[src/rtl/rps_match_fsmd_p_if.sv]
// Move/config inputs and registered match status of the rock-paper-scissors controller.
interface rps_match_fsmd_p_if #(
   parameter int CW = 5
);
   logic          inizia;
   logic [1:0]    primo;
   logic [1:0]    secondo;
   logic [1:0]    manche;
   logic [1:0]    partita;
   logic          attiva;
   logic [CW-1:0] punti1;
   logic [CW-1:0] punti2;
   logic [CW-1:0] rimaste;

   modport master (
      output inizia, primo, secondo,
      input  manche, partita, attiva, punti1, punti2, rimaste
   );

   modport slave (
      input  inizia, primo, secondo,
      output manche, partita, attiva, punti1, punti2, rimaste
   );
endinterface

[src/rtl/rps_match_fsmd_p.sv]
// Rock-paper-scissors match controller: one round per clock, score keeping,
// no-repeat rule for the last round winner, lead/budget based match decision.
module rps_match_fsmd_p #(
   parameter int MIN_MANCHE = 4,
   parameter int LEAD_WIN   = 2,
   parameter int CW         = 5
) (
   input logic               clk,
   input logic               rst,
   rps_match_fsmd_p_if.slave bus
);
   typedef enum logic [1:0] {S_IDLE, S_PLAY, S_END} state_t;

   localparam logic [CW-1:0] ONE = CW'(1);

   state_t          state_q, state_d;
   logic [1:0]      manche_q, manche_d, partita_q, partita_d;
   logic [1:0]      fm1_q, fm1_d, fm2_q, fm2_d;
   logic [CW-1:0]   p1_q, p1_d, p2_q, p2_d, rim_q, rim_d, bud_q, bud_d;
   logic            valid, draw, p1_win;
   logic [CW-1:0]   played;
   logic signed [CW:0] diff, lead;

   always_ff @(posedge clk) begin
      if (rst) begin
         state_q   <= S_IDLE;
         manche_q  <= 2'b00;
         partita_q <= 2'b00;
         fm1_q     <= 2'b00;
         fm2_q     <= 2'b00;
         p1_q      <= '0;
         p2_q      <= '0;
         rim_q     <= '0;
         bud_q     <= '0;
      end else begin
         state_q   <= state_d;
         manche_q  <= manche_d;
         partita_q <= partita_d;
         fm1_q     <= fm1_d;
         fm2_q     <= fm2_d;
         p1_q      <= p1_d;
         p2_q      <= p2_d;
         rim_q     <= rim_d;
         bud_q     <= bud_d;
      end
   end

   // A move equal to a non-zero forbidden register is caught by the plain
   // inequality, since a legal move is never 00.
   assign valid  = (bus.primo != 2'b00) && (bus.secondo != 2'b00) &&
                   (bus.primo != fm1_q) && (bus.secondo != fm2_q);
   assign draw   = (bus.primo == bus.secondo);
   assign p1_win = (bus.primo == 2'b01 && bus.secondo == 2'b11) ||
                   (bus.primo == 2'b10 && bus.secondo == 2'b01) ||
                   (bus.primo == 2'b11 && bus.secondo == 2'b10);

   always_comb begin
      state_d   = state_q;
      manche_d  = manche_q;
      partita_d = partita_q;
      fm1_d     = fm1_q;
      fm2_d     = fm2_q;
      p1_d      = p1_q;
      p2_d      = p2_q;
      rim_d     = rim_q;
      bud_d     = bud_q;
      played    = '0;
      diff      = '0;
      lead      = '0;
      if (bus.inizia) begin
         bud_d     = CW'({bus.primo, bus.secondo}) + CW'(MIN_MANCHE);
         rim_d     = CW'({bus.primo, bus.secondo}) + CW'(MIN_MANCHE);
         p1_d      = '0;
         p2_d      = '0;
         fm1_d     = 2'b00;
         fm2_d     = 2'b00;
         manche_d  = 2'b00;
         partita_d = 2'b00;
         state_d   = S_PLAY;
      end else if (state_q != S_PLAY || !valid) begin
         manche_d = 2'b00;
      end else begin
         rim_d = rim_q - ONE;
         if (draw) begin
            manche_d = 2'b11;
            fm1_d    = 2'b00;
            fm2_d    = 2'b00;
         end else if (p1_win) begin
            manche_d = 2'b01;
            p1_d     = p1_q + ONE;
            fm1_d    = bus.primo;
            fm2_d    = 2'b00;
         end else begin
            manche_d = 2'b10;
            p2_d     = p2_q + ONE;
            fm2_d    = bus.secondo;
            fm1_d    = 2'b00;
         end
         // Decision is taken on the scores and budget as updated by this round.
         played = bud_q - rim_d;
         diff   = $signed({1'b0, p1_d}) - $signed({1'b0, p2_d});
         lead   = diff[CW] ? -diff : diff;
         if (played >= CW'(MIN_MANCHE) && lead >= (CW+1)'(LEAD_WIN)) begin
            partita_d = diff[CW] ? 2'b10 : 2'b01;
            state_d   = S_END;
         end else if (rim_d == '0) begin
            partita_d = (p1_d > p2_d) ? 2'b01 : (p2_d > p1_d) ? 2'b10 : 2'b11;
            state_d   = S_END;
         end
      end
   end

   assign bus.manche  = manche_q;
   assign bus.partita = partita_q;
   assign bus.attiva  = (state_q == S_PLAY);
   assign bus.punti1  = p1_q;
   assign bus.punti2  = p2_q;
   assign bus.rimaste = rim_q;
endmodule

[src/flat_wrapper.sv]
// flat-port wrapper written by rule: the top's interface ports become plain ports
module rps_match_fsmd_p_flat 
#(
   parameter int MIN_MANCHE = 4,
   parameter int LEAD_WIN   = 2,
   parameter int CW         = 5
)
  (clk, rst, bus_inizia, bus_primo, bus_secondo, bus_manche, bus_partita, bus_attiva, bus_punti1, bus_punti2, bus_rimaste);
  rps_match_fsmd_p_if #(.CW(CW)) bus_i ();
  input logic clk;
  input logic rst;
  input wire logic [$bits(bus_i.inizia)-1:0] bus_inizia;
  input wire logic [$bits(bus_i.primo)-1:0] bus_primo;
  input wire logic [$bits(bus_i.secondo)-1:0] bus_secondo;
  output wire logic [$bits(bus_i.manche)-1:0] bus_manche;
  output wire logic [$bits(bus_i.partita)-1:0] bus_partita;
  output wire logic [$bits(bus_i.attiva)-1:0] bus_attiva;
  output wire logic [$bits(bus_i.punti1)-1:0] bus_punti1;
  output wire logic [$bits(bus_i.punti2)-1:0] bus_punti2;
  output wire logic [$bits(bus_i.rimaste)-1:0] bus_rimaste;
  assign bus_i.inizia = bus_inizia;
  assign bus_i.primo = bus_primo;
  assign bus_i.secondo = bus_secondo;
  assign bus_manche = bus_i.manche;
  assign bus_partita = bus_i.partita;
  assign bus_attiva = bus_i.attiva;
  assign bus_punti1 = bus_i.punti1;
  assign bus_punti2 = bus_i.punti2;
  assign bus_rimaste = bus_i.rimaste;
  rps_match_fsmd_p #(.MIN_MANCHE(MIN_MANCHE), .LEAD_WIN(LEAD_WIN), .CW(CW)) u_core (.clk(clk), .rst(rst), .bus(bus_i));
endmodule
[config.mk]
export PLATFORM = sky130hd
export DESIGN_NAME = rps_match_fsmd_p_flat
export DESIGN_NICKNAME = d
export VERILOG_FILES = /design/src/rtl/rps_match_fsmd_p_if.sv /design/src/rtl/rps_match_fsmd_p.sv /design/src/flat_wrapper.sv
export SDC_FILE = /design/constraint.sdc
export NUM_CORES = 1
export LEC_CHECK = 0
export CAP_MARGIN = 0
export CORE_AREA = 5 5 80 82
export CTS_CLUSTER_DIAMETER = 30
export DETAILED_ROUTE_END_ITERATION = 10
export DIE_AREA = 0 0 85 87
export GPL_TIMING_DRIVEN = 0
export PLACE_DENSITY = 0.6
export SYNTH_ARGS = -nofsm -noshare
export SYNTH_HDL_FRONTEND = slang
export SYNTH_SLANG_ARGS = --single-unit
[constraint.sdc]
create_clock -name clk -period 12.4 [get_ports clk]
set_input_delay 1.86 -clock clk [delete_from_list [all_inputs] [get_ports clk]]
set_output_delay 1.86 -clock clk [all_outputs]
set_load 0.05 [all_outputs]
==> out/results.ini <==
[setup_path]
path_buf_inv = 4
start_kind = input port
startpoint = bus_primo[1]
slowest_delay_ns = 0.63
end_kind = flop
r2r-start = u_core.bus.punti1[0]$_SDFFE_PP0P_
path_cells = clkdlybuf4s50_1, inv_1, ha_1, mux2_4, a21oi_2, and2_1, clkbuf_1, mux2i_1, fa_1, inv_1, ha_1, or4_1, a32oi_1, o21a_1, o21ai_1, o221a_1
critPathTopFamily = compound AO/OA/AOI/OAI gates
cp_max_fo = 7
critical_path_class = input port to flop
r2r_slack_ns = 8.82
slowest_stage = clkdlybuf4s50_1
worst-r2r-cell-count = 10
crit_arrival_ns = 6.45
timing.rr.end = u_core.bus.partita[0]$_SDFFE_PP0P_
cp.required_ns = 12.58

[power_and_ir_drop]
clock_power_share_pct = 34.7
power.leakage_nw = 1.01
ir_drop_v = 0.0000532
p_int_uw = 195
power.share.switching_pct = 32.3
switching_power_uw = 92.7
power_density_nw_per_um2 = 109
p_comb_share_pct = 29.5
pwr-share-seq_pct = 35.9

[synthesis]
synth.cell_area_sq_um = 2170
synth_xor_area_share_pct = 10.9
synth_enable_flop_cells = 0
yosysWarnings = 0
syn_avg_cell_area_sq_um = 8.51
synth_seq_cells = 30
synth_simple_gate_area_share_pct = 21.5
syn-num-nets = 282
synth_top_family_by_area = simple AND/OR/NAND/NOR gates
seq_area_frac_synth_pct = 27.7
yosys_most_used_dff = dfxtp_1
synthArstFlopShare_pct = 0
synth_compound_area_share_pct = 19.9
synth.distinct_cells = 52
synthMuxAreaShare_pct = 3.98
synth-adder-area-share_pct = 12.2
syn_inst = 255

[global_route]
track_usage_pct = 14.1
grt_pass1_wl_um = 8450
grt_pass1_vias = 1781
grt_antenna_before_repair = 0
grt_max_degree = 12
grt_overflow = 0

[sta]
rsz0062_at_grt = no
final.setup.tns_ns = 0
period_share_pct = 50.6
max_freq_mhz = 159
setup_slack_ns = 6.12
worstMarginPinSlew_ns = 0.577
period_minus_slack_ns = 6.28
report.final.slew_viol_count = 0
max_slew_margin_pct = 61.4
setup_viol = 0
finalHoldViolCount = 0
clock_skew_ns = 0.00543

[flow_run]
maxCapViolCount = 0

[placement]
postPlaceCellArea_sq_um = 2520
dp_cells = 356
place_hpwl_um = 3940
gp_congestion = 0.827
dp_slack_ns = 5.77
port_buffers = 26

[floorplan]
ios = 27
std_cell_rows = 28
design.die.area_sq_um = 7400
start_util_pct = 38.2
die_width_um = 85
core_area_sq_um = 5680
die_h_um = 87

[route]
met1_length_um = 2410
vias = 1876
drt_iter0_drc = 58
drc = 0
viasPerCell = 5.15
detail-route-antenna-nets = 0
drt-total-wl_um = 4990
first_pass_iters = 4
wl_met3_um = 139
top_layer = met4
wl_per_cell_um = 13.7
routed-wl-met2_um = 2400

[clock_network]
cts_tree = built
clock_latency_ns = 0.28
clk_pin_slew_ns = 0.07
cts_buffers = 5
cts_setup_buffers = 0
cts.sinks = 30
cts.htree.levels = 2
cts_buffer_depth = 2
hold_buffers = 0
cts_resized = 0
clockRootBuffer = clkbuf_8

[layout]
fill_cells = 583
final_cell_area_sq_um = 2640
area_delta_synth_final_pct = 21.6
multiInputGateArea_sq_um = 1490
n_antenna_cell = 0
regArea_sq_um = 601
postLayoutCoreUtil_pct = 46.5
drive_gt1_share_pct = 7.27
stdcell_count = 364
fin_nets = 315

[hold_path]
hold_start = u_core.bud_q[4]$_SDFFE_PP0P_
hold_depth = 2
hold_end = u_core.bud_q[4]$_SDFFE_PP0P_
hold_path.class = flop to flop

[run_status]
status = finished, final reports clean

## cell usage after synthesis (all sizes together), types with 2 or more instances
master | count | share of area [%]
and2 | 4 | 1.2
xnor2 | 19 | 7.7
clkbuf | 6 | 1.0
dfxtp | 30 | 28
nand2b | 3 | 0.87
and3 | 3 | 0.87
nor2 | 27 | 5.0
nand4 | 4 | 1.2
o211ai | 5 | 1.7
a21boi | 5 | 1.7
a41oi | 2 | 1.2
ha | 18 | 10
mux2 | 4 | 2.6
nor3 | 7 | 1.6
mux2i | 3 | 1.4
o22ai | 2 | 0.87
o21a | 4 | 1.4
or3 | 5 | 1.4
a22oi | 4 | 1.4
xor2 | 8 | 3.2
nand2 | 24 | 4.2
fa | 2 | 1.8
nand3 | 6 | 1.4
nor2b | 4 | 1.2
a21oi | 14 | 3.6
a211oi | 6 | 2.1
inv | 12 | 2.1
o21ai | 7 | 1.6
buf | 2 | 0.69
## layout make-up
cell class	count	area share [%]
tap	75	3.56
buffer	8	1.42
multi-input combinational	205	56.4
clock buffer	5	2.61
sequential	30	22.8
timing repair buffer	26	9.87
inverter	12	1.71
clock inverter	3	1.71
## layer usage
layer,vias up,global-route usage (%)
met5,-,0
met4,0,3.45
met3,2,2.37
met2,21,23.7
met1,882,18.7
li1,971,-
## metrics by stage
step	hold slack, ns	power [mW]
6_report	0.468	0.287
3_5_place_dp	0.460	0.190
4_1_cts	0.471	0.290
3_3_place_gp	0.452	0.188
2_1_floorplan	0.441	0.169
5_1_grt	0.483	0.305
## power groups by stage
stage	sequential [mW]	combinational, mW	clock [mW]
2_1_floorplan	0.111	0.0576	0
3_3_place_gp	0.105	0.0829	0
3_5_place_dp	0.105	0.0842	0
4_1_cts	0.103	0.0847	0.102
5_1_grt	0.104	0.0938	0.108
6_report	0.103	0.0846	0.0996
## worst register-to-register path, cell delays in order, from the launching register on
cell,delay [ns]
dfxtp_1,0.55
ha_1,0.30
mux2_2,0.31
fa_1,0.58
inv_1,0.07
ha_1,0.27
or4_1,0.51
a32oi_1,0.29
o21a_1,0.24
o21ai_1,0.14
o221a_1,0.24
## worst max-delay path by stage
stage                                                    end  slack (ns)  cells after the start
after global routing      u_core.bus.partita[0]$_SDFFE_PP0P_        5.81                     16
after detailed placement  u_core.bus.partita[0]$_SDFFE_PP0P_        5.77                     16
after CTS                 u_core.bus.partita[0]$_SDFFE_PP0P_        6.09                     16
final                     u_core.bus.partita[0]$_SDFFE_PP0P_        6.12                     16
after global placement    u_core.bus.partita[0]$_SDFFE_PP0P_        5.85                     16
after floorplan           u_core.bus.partita[1]$_SDFFE_PP0P_        6.82                     18
## flip-flops by register name, indices dropped and copies added, names as in the netlist
register / flops
u_core.bud_q: 5
u_core.bus.manche: 2
u_core.bus.partita: 2
u_core.bus.punti1: 5
u_core.bus.punti2: 5
u_core.bus.rimaste: 5
u_core.fm1_q: 2
u_core.fm2_q: 2
u_core.state_q: 2
## kinds of logic (layout without fill, tap and decap cells)
family,count (synthesis),count (layout)
AND/OR/NAND/NOR,94,94
AO/OA/AOI/OAI,57,57
flip-flops,30,30
XOR/XNOR,27,27
adder cells (fa/ha/maj),20,20
buffers and inverters,20,54
multiplexers,7,7
## cells in the final DEF (no fill, tap or decap), drive strengths merged, types with 5 or more instances in the layout
cell type	netlist	routed
o211ai	5	5
xnor2	19	19
xor2	8	8
dfxtp	30	30
nand2	24	24
nand3	6	6
a21oi	14	14
ha	18	18
o21ai	7	7
or3	5	5
a21boi	5	5
a211oi	6	6
inv	12	12
nor3	7	7
nor2	27	27
clkbuf	6	11
clkdlybuf4s50	0	26
Note: power is estimated with default switching activity, not from simulation.
==> RTL edit (same flow settings) <==
Re-encode `state_t` (3 states) as one-hot, 3 bits wide.
--- a/src/rtl/rps_match_fsmd_p.sv
+++ b/src/rtl/rps_match_fsmd_p.sv
@@ -9,7 +9,7 @@
    input logic               rst,
    rps_match_fsmd_p_if.slave bus
 );
-   typedef enum logic [1:0] {S_IDLE, S_PLAY, S_END} state_t;
+   typedef enum logic [2:0] {S_IDLE = 3'b001, S_PLAY = 3'b010, S_END = 3'b100} state_t;
 
    localparam logic [CW-1:0] ONE = CW'(1);
 
Behaviour: no difference found for any inputs over 4 cycles, from zero or initial values and one cycle with rst high; so few cycles prove little.
==> RTL edit against the unedited design <==
  * Total power fell by 10%
  * Area after synthesis rose by 1.4%
  * Non-clock buffer count did not move
  * Worst setup slack got worse by 0.29 ns
  * Sequential cell count rose by 1
  * Count of clock-buffer cells in the layout did not move
  * Routed wire length fell by 3.0%
  * Combinational power fell by 12%
  * Design area fell by 0.57%
  * Critical path depth rose by 2
  * Final cell count fell by 0.27%
  * Largest power group unchanged
==> RTL edit: results (changes against the unedited design) <==
stage,metric,value,unit,change
outcome,status,"complete, no violations",,
global_routing,largest net degree at the start of global routing,12,,unchanged
place,Placed Area,2530,um^2,+0.40%
power_and_ir_drop,leak pwr,1.01,nW,+0.66%
sta,Final Skew,0.00594,ns,+0.000518 ns
global_routing,first-pass GRT wire length,8330,um,-1.5%
global_routing,vias in the first global route,1763,,-1.0%
finish,FILL cells,578,,-0.86%
clock_tree,clock buffer count from CTS,5,,unchanged
clock_tree,clock slew at reported path FFs,0.07,ns,about the same
setup_path,Worst Reg2Reg Path Length in Cells,12,,+2
logic_synthesis,most frequent cells after synthesis,"31 x dfxtp_1, 26 x nor2_1, 21 x nand2_1",,
clock_tree,level count of the clock H-tree,2,,unchanged
logic_synthesis,Yosys cell types,57,,+9.6%
power_and_ir_drop,Worst VDD drop,52.4,uV,-1.5%
logic_synthesis,syn avg cell area,8.59,um^2,+0.99%
clock_tree,clock buffer depth,2,,unchanged
place,placer congestion estimate,0.819,,-0.87%
place,dpl cells,355,,-0.28%
setup_path,"delay-heaviest family, CP",buffers and inverters,,
logic_synthesis,sequential area share after synthesis,28.2,%,+0.53 points
setup_path,Max stage delay on crit path,0.67,ns,+0.04 ns
logic_synthesis,syn nets,283,,+0.35%
detailed_routing,Pre-antenna DRT Iters,4,,unchanged
place,PortBufs,24,,-7.7%
hold_path,hold path depth,1,,-1
detailed_routing,WL final,4840,um,-3.0%
setup_path,Worst Path Arrival,6.77,ns,+0.32 ns
place,post-DP HPWL,3800,um,-3.6%
power_and_ir_drop,pwr dens,98.5,nW/um^2,-9.6%
global_routing,GRT Total Usage,13.9,%,-0.11 points
finish,layout cells sized above 1,11.1,%,+3.8 points
logic_synthesis,Yosys Warn Count,0,,unchanged
sta,Worst-Margin Slew,0.509,ns,-0.0677 ns
logic_synthesis,"top cells by area, synth","dfxtp_1 28%, ha_1 10%, xnor2_1 5.6%",,
detailed_routing,Vias/cell,4.98,,-3.5%
detailed_routing,Starting DRT DRC Count,62,,+6.9%
logic_synthesis,Post-synth EDFFs,0,,unchanged
finish,final net count,314,,-0.32%
finish,post-route insts no fill,363,,-0.27%
logic_synthesis,Most used DFF post-synth,dfxtp_1,,
finish,ant diodes,0,,unchanged
clock_tree,Resized cells post-CTS,0,,unchanged
-- RTL edit: cell types whose count changed in the layout (fill, tap and decap cells not counted), sizes merged, moves of 3 or more --
cell	change
xnor2	-5
xor2	+5
a21o	+3
a21oi	+3
and3	-3
nand2	-3
nor3	-3
nor4	+3
or3	-3
-- RTL edit: report_power, final --
part	switching (mW)	internal [mW]	leakage, nW
registers	0.00255	0.102	0.252
logic	0.0409	0.0334	0.719
clock network	0.0401	0.0390	0.0402
-- RTL edit: layer usage --
| layer | global-route usage (%) | wire (um) | up-vias |
|---|---|---|---|
| met5 | 0 | 0 | - |
| met4 | 4.32 | 0 | 0 |
| met3 | 3.03 | 123 | 0 |
| met2 | 22.3 | 2210 | 18 |
| met1 | 18.7 | 2500 | 835 |
| li1 | - | - | 953 |
-- RTL edit: worst reg2reg max path, cell delays in order, from the launching register on --
cell and delay [ns]:
dfxtp_1 0.54, ha_1 0.30, mux2i_1 0.39, fa_1 0.54, inv_1 0.08, ha_1 0.23
or2_2 0.31, o41a_1 0.32, o21a_1 0.12, a211oi_2 0.31, and3b_2 0.26, nor3_2 0.06
o32ai_1 0.21
-- RTL edit: through the flow --
| step | total power [mW] | setup slack [ns] |
|---|---|---|
| final | 0.258 | 5.83 |
| after global routing | 0.274 | 5.58 |
| after CTS | 0.262 | 5.84 |
| after detailed placement | 0.181 | 5.56 |
| after global placement | 0.180 | 5.59 |
| after floorplan | 0.165 | 6.75 |
-- RTL edit: final timing paths --
check	from	to	slack [ns]
setup / recovery	bus_primo[0]	u_core.bus.partita[1]	5.83
hold / removal	u_core.state_q[0]	u_core.state_q[0]	0.46
setup reg to reg	u_core.bus.punti2[0]	u_core.bus.partita[1]	8.64
hold reg to reg	u_core.state_q[0]	u_core.state_q[0]	0.46
-- RTL edit: cell families after synthesis --
family / share of synthesized area [%]
compound gates: 19.7
xor+xnor: 10.8
fa+ha+maj: 12.1
buf+inv: 4.10
flops: 28.2
mux: 3.98
simple gates: 21.2
-- RTL edit: area by class of cell --
class	count	share of cell area, %
Timing Repair Buffer	24	9.16
Sequential cell	31	23.7
Clock inverter	3	0.763
Multi-Input combinational cell	202	56.8
Clock buffer	5	2.62
Tap cell	75	3.58
Inverter	13	1.86
Buffer	10	1.57
